## src/rtl/apb_master_pkg.sv

```systemverilog
// Shared types and constants for the two-requester APB master arbiter.
package apb_master_pkg;

    typedef enum logic [1:0] {
        IDLE   = 2'd0,
        SETUP  = 2'd1,
        ACCESS = 2'd2
    } apb_state_t;

    localparam logic M0 = 1'b0;
    localparam logic M1 = 1'b1;

    localparam int STB_WIDTH = 4;

endpackage

```

## src/rtl/apb_rr_pick.sv

```systemverilog
// Two-way round-robin picker: a lone requester wins; on a tie the one
// that was not granted last time wins.
module apb_rr_pick
    import apb_master_pkg::*;
(
    input  logic [1:0] req,
    input  logic       last_grant,
    output logic       grant_valid,
    output logic       grant_idx
);

    // NOTE: every output gets a default before any branch, so no latch is inferred.
    always_comb begin
        grant_valid = |req;
        grant_idx   = M0;
        if (req == 2'b11) begin
            grant_idx = ~last_grant;
        end else if (req[1]) begin
            grant_idx = M1;
        end
    end

endmodule

```

## src/rtl/apb_master_arbiter.sv

```systemverilog
// APB master shared by an instruction-fetch port (m0) and a load/store port (m1):
// round-robin grant, SETUP/ACCESS sequencing, response routing and wait-state timeout.
module apb_master_arbiter
    import apb_master_pkg::*;
#(
    parameter int ADDR_WIDTH     = 32,
    parameter int DATA_WIDTH     = 32,
    parameter int TIMEOUT_CYCLES = 256
) (
    input  logic                  pclk,
    input  logic                  reset,

    input  logic                  m0_req,
    input  logic [ADDR_WIDTH-1:0] m0_addr,
    input  logic [DATA_WIDTH-1:0] m0_wdata,
    input  logic                  m0_write,
    input  logic [STB_WIDTH-1:0]  m0_stb,
    output logic                  m0_ack,
    output logic [DATA_WIDTH-1:0] m0_rdata,
    output logic                  m0_err,

    input  logic                  m1_req,
    input  logic [ADDR_WIDTH-1:0] m1_addr,
    input  logic [DATA_WIDTH-1:0] m1_wdata,
    input  logic                  m1_write,
    input  logic [STB_WIDTH-1:0]  m1_stb,
    output logic                  m1_ack,
    output logic [DATA_WIDTH-1:0] m1_rdata,
    output logic                  m1_err,

    output logic [ADDR_WIDTH-1:0] paddr,
    output logic [DATA_WIDTH-1:0] pdata,
    output logic                  pwrite,
    output logic [STB_WIDTH-1:0]  pstb,
    output logic                  psel,
    output logic                  penable,
    input  logic [DATA_WIDTH-1:0] prdata,
    input  logic                  pready,
    input  logic                  perr
);

    localparam int                CNT_W    = $clog2(TIMEOUT_CYCLES + 1);
    localparam logic [CNT_W-1:0]  CNT_LAST = CNT_W'(TIMEOUT_CYCLES - 1);
    localparam logic [CNT_W-1:0]  CNT_MAX  = CNT_W'(TIMEOUT_CYCLES);

    apb_state_t            state;
    apb_state_t            state_next;
    logic                  last_grant;
    logic                  owner;
    logic [CNT_W-1:0]      tmo_cnt;
    logic                  grant_valid;
    logic                  grant_idx;
    logic                  done;
    logic                  ack;
    logic                  timed_out;
    logic [DATA_WIDTH-1:0] resp_rdata;
    logic                  resp_err;

    apb_rr_pick u_pick (
        .req         ({m1_req, m0_req}),
        .last_grant  (last_grant),
        .grant_valid (grant_valid),
        .grant_idx   (grant_idx)
    );

    // tmo_cnt holds the number of ACCESS cycles already spent, so the
    // TIMEOUT_CYCLES-th ACCESS cycle is the one that sees CNT_LAST.
    assign timed_out = (tmo_cnt >= CNT_LAST);

    always_comb begin
        state_next = state;
        done       = 1'b0;
        case (state)
            IDLE:    if (grant_valid) state_next = SETUP;
            SETUP:   state_next = ACCESS;
            ACCESS: begin
                if (pready || timed_out) begin
                    done       = 1'b1;
                    state_next = IDLE;
                end
            end
            default: state_next = IDLE;
        endcase
    end

    // A completion coinciding with reset is dropped; the requester retries.
    assign ack        = done && !reset;
    assign resp_rdata = pready ? prdata : '0;
    assign resp_err   = pready ? perr : 1'b1;

    assign m0_ack   = ack && (owner == M0);
    assign m1_ack   = ack && (owner == M1);
    assign m0_rdata = m0_ack ? resp_rdata : '0;
    assign m1_rdata = m1_ack ? resp_rdata : '0;
    assign m0_err   = m0_ack && resp_err;
    assign m1_err   = m1_ack && resp_err;

    assign psel    = (state != IDLE);
    assign penable = (state == ACCESS);

    // NOTE: sequential state uses non-blocking assignments only.
    always_ff @(posedge pclk) begin
        if (reset) begin
            state      <= IDLE;
            last_grant <= M1;
            owner      <= M0;
            paddr      <= '0;
            pdata      <= '0;
            pwrite     <= 1'b0;
            pstb       <= '0;
            tmo_cnt    <= '0;
        end else begin
            state <= state_next;
            if (state == IDLE && grant_valid) begin
                owner      <= grant_idx;
                last_grant <= grant_idx;
                if (grant_idx == M1) begin
                    paddr  <= m1_addr;
                    pdata  <= m1_wdata;
                    pwrite <= m1_write;
                    pstb   <= m1_write ? m1_stb : '0;
                end else begin
                    paddr  <= m0_addr;
                    pdata  <= m0_wdata;
                    pwrite <= m0_write;
                    pstb   <= m0_write ? m0_stb : '0;
                end
            end
            if (state == SETUP) begin
                tmo_cnt <= '0;
            end else if (state == ACCESS && tmo_cnt != CNT_MAX) begin
                tmo_cnt <= tmo_cnt + CNT_W'(1);
            end
        end
    end

endmodule

```

## config.mk

```make
export PLATFORM = sky130hd
export DESIGN_NAME = apb_master_arbiter
export DESIGN_NICKNAME = d
export VERILOG_FILES = /design/src/rtl/apb_master_pkg.sv /design/src/rtl/apb_rr_pick.sv /design/src/rtl/apb_master_arbiter.sv
export SDC_FILE = /design/constraint.sdc
export NUM_CORES = 1
export LEC_CHECK = 0
export CAP_MARGIN = 10
export CORE_AREA = 5 5 120 122
export CTS_BUF_LIST = sky130_fd_sc_hd__clkbuf_4 sky130_fd_sc_hd__clkbuf_8 sky130_fd_sc_hd__clkbuf_16
export DETAILED_ROUTE_END_ITERATION = 16
export DIE_AREA = 0 0 125 127
export PLACE_DENSITY = 0.77
export SLEW_MARGIN = 20
export SYNTH_ARGS = -nofsm -noshare
export SYNTH_HDL_FRONTEND = slang
export SYNTH_SLANG_ARGS = --single-unit
```

## constraint.sdc

```tcl
create_clock -name pclk -period 2.8 [get_ports pclk]
set_input_delay 0.28 -clock pclk [delete_from_list [all_inputs] [get_ports pclk]]
set_output_delay 0.28 -clock pclk [all_outputs]
set_load 0.05 [all_outputs]
```

==> impl_metrics.yaml, run 1 <==
timing:
  tns_ns: 0
  setup-violations-final: 0
  min_period_ns: 2.46
  period_share: 0.879
  worst_slew_pin_slew_ns: 0.832
  skew_ns: 0.0119
  rsz0062_at_grt: "no"
  maxSlewHeadroom: 0.446
  drv_slew: 0
  finalHoldWorstSlack_ns: 0.364
  hold_violations: 0
  clock.fmax_mhz: 406
synth:
  yosys_warnings: 0
  postSynthAreaPerCell_um2: 7.22
  ys_seq_elements: 82
  synth_area_um2: 4240
  ys_seq_area_frac: 0.387
  netlist-cell-type-count: 38
  synthesis.nets: 766
  netlist_instances: 587
critical_path:
  crit_fanout: 7
  cp-end-kind: "output port"
  worstPathRequired_ns: 2.52
  crit_start: "tmo_cnt[2]"
  path_class: "reg2out"
  cp.arrival_ns: 2.18
  worst_r2r_startpoint: "state[1]"
  cp-start-kind: "flip-flop"
global_route:
  first_global_vias: 5171
  grt_overflow_total: 0
  grt_max_degree: 74
  grt_pass1_wl_um: 28300
  track_usage: 0.222
  antenna_found_initial: 1
floorplan:
  die_area_um2: 15900
  core-area_um2: 13100
  ios: 315
  die_w_um: 125
  initial_core_util: 0.324
  rows: 42
  dieHeight_um: 127
clock_network:
  cts_sinks: 82
  postCtsSetupBuffers: 0
  cts_max_level: 3
  postCtsResizedCells: 0
  cts_max_path_buffers: 2
  clk_pin_slew_ns: 0.06
  clockRootBuffer: "clkbuf_16"
  hold_buffers: 0
  numCtsBuffers: 9
  clock_latency_ns: 0.33
  cts_tree: "yes"
detailed_routing:
  drtPass1Iterations: 5
  totalWireLength_um: 18900
  wl_per_cell_um: 18.0
  drt_iter0_drc: 288
  viasPerCell: 5.12
  vias: 5376
  drcViolationCount: 0
  detail-route-antenna-nets: 0
finish:
  final_common_cell: "clkdlybuf4s50_1"
  syn2layout_area_growth_pct: 99.4
  fill_cells: 1083
  final_cell_mix: "clkdlybuf4s50_1 (245), nand2_1 (170), dfxtp_1 (82)"
  fin_nets: 1047
  final_area_um2: 8450
  drive_above_1_share: 0.120
power_and_ir_drop:
  p_total_mw: 4.22
  power_density_nw_per_um2: 499
  p_leak_nw: 3.15
  irDropWorstVdd_mv: 0.283
placement:
  place_area_um2: 8120
  portBuffers: 314
  dp_hpwl_um: 14500
  gp_congestion: 0.820
min_path:
  hold_path.class: "in2reg"
  hold_path_startpoint: "reset"
job:
  maxCapViolCount: 0
outcome:
  status: "complete, no violations"
[state kept, by name, indices dropped and copies added, names as in the netlist]
register and cells:
last_grant 1, owner 1, paddr 32, pdata 32, pstb 4, pwrite 1, state 2, tmo_cnt 9
[final timing paths]
path	to	slack (ns)	depth (start not counted)
max	m0_err	0.34	7
min	state[1]	0.36	4
max reg2reg	pwrite	1.09	4
min reg2reg	owner	0.51	2
[power by group]
part / leakage [nW] / switching [mW] / internal (mW)
Sequential: 0.679 / 0.0745 / 1.30
Clock: 0.156 / 0.481 / 0.795
Combinational: 2.32 / 0.934 / 0.628
[cell families after synthesis]
family                   synth area share
multiplexers                      0.00473
AND/OR/NAND/NOR                     0.267
AO/OA/AOI/OAI                       0.260
buffers and inverters              0.0724
flip-flops                          0.387
adder cells (fa/ha/maj)           0.00886
[metal layers]
metal / track usage / routed length (µm)
met3: 0.0893 / 1950
met2: 0.401 / 9520
met1: 0.243 / 7050
met4: 0.0587 / 362
met5: 0 / 0
[final cells by class]
| cell class | instances | area [µm²] | area share |
|---|---|---|---|
| timing repair buffer | 326 | 3930 | 0.466 |
| multi-input combinational | 442 | 2300 | 0.272 |
| sequential | 82 | 1640 | 0.194 |
| clock buffer | 10 | 233 | 0.0275 |
| tap | 176 | 220 | 0.0261 |
| clock inverter | 6 | 90.1 | 0.0107 |
| inverter | 7 | 26.3 | 0.00311 |
| antenna | 1 | 2.50 | 0.000296 |
[critical path, cell delays in order (launching register included)]
cell and delay, ns:
dfxtp_1 0.43, nand4_2 0.21, nor2_1 0.16, ha_1 0.15, nor3_1 0.06, o31a_1 0.15, nor3_1 0.49, buf_12 0.21
[stage by stage]
stage,setup WS (ns),utilization,cells
2_1_floorplan,0.403,-,587
3_3_place_gp,0.651,0.621,1033
3_5_place_dp,0.655,0.621,1033
4_1_cts,0.299,0.645,1049
5_1_grt,0.186,0.646,1050
6_report,0.339,0.646,1050
[synthesized netlist by cell type, drive strengths merged]
| library cell | count | area share |
|---|---|---|
| a211o | 1 | 0.0021 |
| a21bo | 1 | 0.0024 |
| a21boi | 2 | 0.0044 |
| a21oi | 77 | 0.091 |
| a311oi | 69 | 0.14 |
| a31oi | 1 | 0.0015 |
| and3 | 1 | 0.0015 |
| buf | 38 | 0.050 |
| clkbuf | 18 | 0.016 |
| dfxtp | 82 | 0.39 |
| ha | 3 | 0.0089 |
| inv | 7 | 0.0062 |
| mux2i | 2 | 0.0047 |
| nand2 | 170 | 0.15 |
| nand2b | 2 | 0.0030 |
| nand3 | 14 | 0.017 |
| nand3b | 1 | 0.0018 |
| nand4 | 1 | 0.0030 |
| nand4b | 1 | 0.0021 |
| nor2 | 70 | 0.064 |
| nor2b | 2 | 0.0030 |
| nor3 | 4 | 0.0047 |
| nor3b | 1 | 0.0030 |
| nor4b | 2 | 0.0041 |
| o211ai | 1 | 0.0018 |
| o21ai | 7 | 0.0083 |
| o311ai | 1 | 0.0021 |
| o31a | 1 | 0.0021 |
| o31ai | 1 | 0.0018 |
| or2 | 1 | 0.0015 |
| or3 | 4 | 0.0059 |
| or4 | 1 | 0.0018 |
No activity file was read; power rests on OpenSTA's default activity.
==> run 2, diff against run 1 <==
Settings changed: CTS_CLUSTER_SIZE set to 12, SLEW_MARGIN 20 to unset.
==> results of run 2 <==
No change in the layout: final DEF, timing and power equal those of run 1.
==> run 3, diff against run 2 <==
Settings changed: MAX_ROUTING_LAYER set to met4.
Clock period 2.8 ns to 3.1 ns, I/O delays scaled along.
==> run 3 against run 2 <==
Clock skew is essentially flat. Global-route usage up 0.11 points. Sequential power fell by 9%. Highest routed layer unchanged.
==> impl_metrics.yaml, run 3 (synthesis results as in run 1) <==
floorplan:
  initial_core_util: 0.324
  die_area_um2: 15900
  core-area_um2: 13100
  dieHeight_um: 127
  ios: 315
  rows: 42
  die_w_um: 125
global_route:
  antenna_found_initial: 1
  first_global_vias: 5297
  grt_pass1_wl_um: 27800
  grt_overflow_total: 0
  grt_max_degree: 74
  track_usage: 0.223
timing:
  hold_violations: 0
  rsz0062_at_grt: "no"
  min_period_ns: 2.49
  setup-violations-final: 0
  worst_slew_pin_slew_ns: 0.850
  tns_ns: 0
  drv_slew: 0
  clock.fmax_mhz: 402
  fin_ws_ns: 0.615
  period_share: 0.802
  skew_ns: 0.0121
  maxSlewHeadroom: 0.433
finish:
  final_cell_mix: "clkdlybuf4s50_1 (245), nand2_1 (170), dfxtp_1 (82)"
  reg_top3: "paddr x32, pdata x32, tmo_cnt x9"
  fin_cells: 1050
  syn2layout_area_growth_pct: 85.2
  final_common_cell: "clkdlybuf4s50_1"
  fin_nets: 1047
  drive_above_1_share: 0.120
power_and_ir_drop:
  irDropWorstVdd_mv: 0.361
  p_leak_nw: 3.03
  power_density_nw_per_um2: 488
  p_total_mw: 3.83
clock_network:
  cts_sinks: 82
  clock_latency_ns: 0.33
  clk_pin_slew_ns: 0.06
  postCtsResizedCells: 0
  clockRootBuffer: "clkbuf_16"
  cts_max_level: 3
  numCtsBuffers: 9
  hold_buffers: 0
  cts_tree: "yes"
  cts_max_path_buffers: 2
  postCtsSetupBuffers: 0
critical_path:
  path_class: "reg2out"
  crit_fanout: 7
  cp_num_buf_inv: 1
  cp_cell_sequence: "nand4_2 -> nor2_1 -> ha_1 -> nor3_1 -> o31a_1 -> nor3_1 -> buf_12"
  crit_top_cell: "nor3_1"
  worst_r2r_startpoint: "state[1]"
  reg2reg_to: "paddr[24]"
  cp-start-kind: "flip-flop"
  cp.arrival_ns: 2.18
  crit_family: "simple AND/OR/NAND/NOR gates"
  critical_path.slowest_cell: "nor3_1"
  reg2reg_slack_ns: 1.35
  cp-end-kind: "output port"
  cp_slowest_stage_delay_ns: 0.50
  r2r_cells: 4
  worstPathRequired_ns: 2.79
placement:
  gp_congestion: 0.945
  dp.cells: 1033
  portBuffers: 314
  dp_hpwl_um: 13700
  dp_slack_ns: 0.909
outcome:
  status: "complete, no violations"
min_path:
  holdPathEnd: "state[1]"
  hold_path_startpoint: "reset"
  hold_path.class: "in2reg"
  hold_depth: 4
detailed_routing:
  detail-route-antenna-nets: 0
  drt_iter0_drc: 303
  wl_per_cell_um: 17.4
  drtPass1Iterations: 4
  viasPerCell: 5.09
  totalWireLength_um: 18300
  vias: 5345
  drcViolationCount: 0
job:
  maxCapViolCount: 0
[run 3: cell types whose count changed in the layout (fill, tap and decap cells not counted), sizes merged]
| cell | change |
|---|---|
| clkinv | -2 |
| inv | +2 |
[run 3: power breakdown]
part	switching [mW]	leakage, nW	internal [mW]
clock network	0.447	0.162	0.739
registers	0.0694	0.679	1.18
logic	0.841	2.19	0.553
total	1.36	3.03	2.47
[run 3: worst min-delay path: stages]
cell	delay, ns
buf_2	0.10
nor3b_2	0.06
o311ai_0	0.07
o21ai_0	0.08
[run 3: how the worst max path moves through the flow]
stage / start / endpoint / slack [ns] / cells past startpoint
3_3_place_gp: tmo_cnt[2] / m0_err / 0.97 / 7
6_report: tmo_cnt[2] / m0_err / 0.61 / 7
4_1_cts: tmo_cnt[2] / m0_err / 0.57 / 7
2_1_floorplan: tmo_cnt[0] / m0_err / 0.67 / 7
5_1_grt: tmo_cnt[1] / m0_err / 0.46 / 8
3_5_place_dp: m0_req / pdata[24] / 0.91 / 5
[run 3: per-layer routing]
metal  vias to the layer above  track usage  share of wire
met5                         -            -              0
met4                         0       0.0918          0.033
met3                        31       0.0751          0.091
met2                       256        0.390           0.51
met1                      2429        0.233           0.37
li1                       2629            -              -
[run 3: area by class of cell]
| cell class | count | area, µm² |
|---|---|---|
| tap | 176 | 220 |
| antenna | 1 | 2.50 |
| timing repair buffer | 326 | 3320 |
| multi-input combinational | 442 | 2300 |
| fill | 1222 | 5240 |
| sequential | 82 | 1640 |
| clock buffer | 10 | 239 |
| clock inverter | 6 | 96.3 |
| inverter | 7 | 26.3 |
[run 3: metrics by stage]
| step | utilization | instance area (µm²) | hold WS [ns] |
|---|---|---|---|
| floorplan | - | 4240 | 0.458 |
| global placement | 0.574 | 7510 | 0.476 |
| detailed placement | 0.574 | 7510 | 0.489 |
| CTS | 0.600 | 7850 | 0.360 |
| global route | 0.600 | 7850 | 0.380 |
| finish | 0.600 | 7850 | 0.355 |
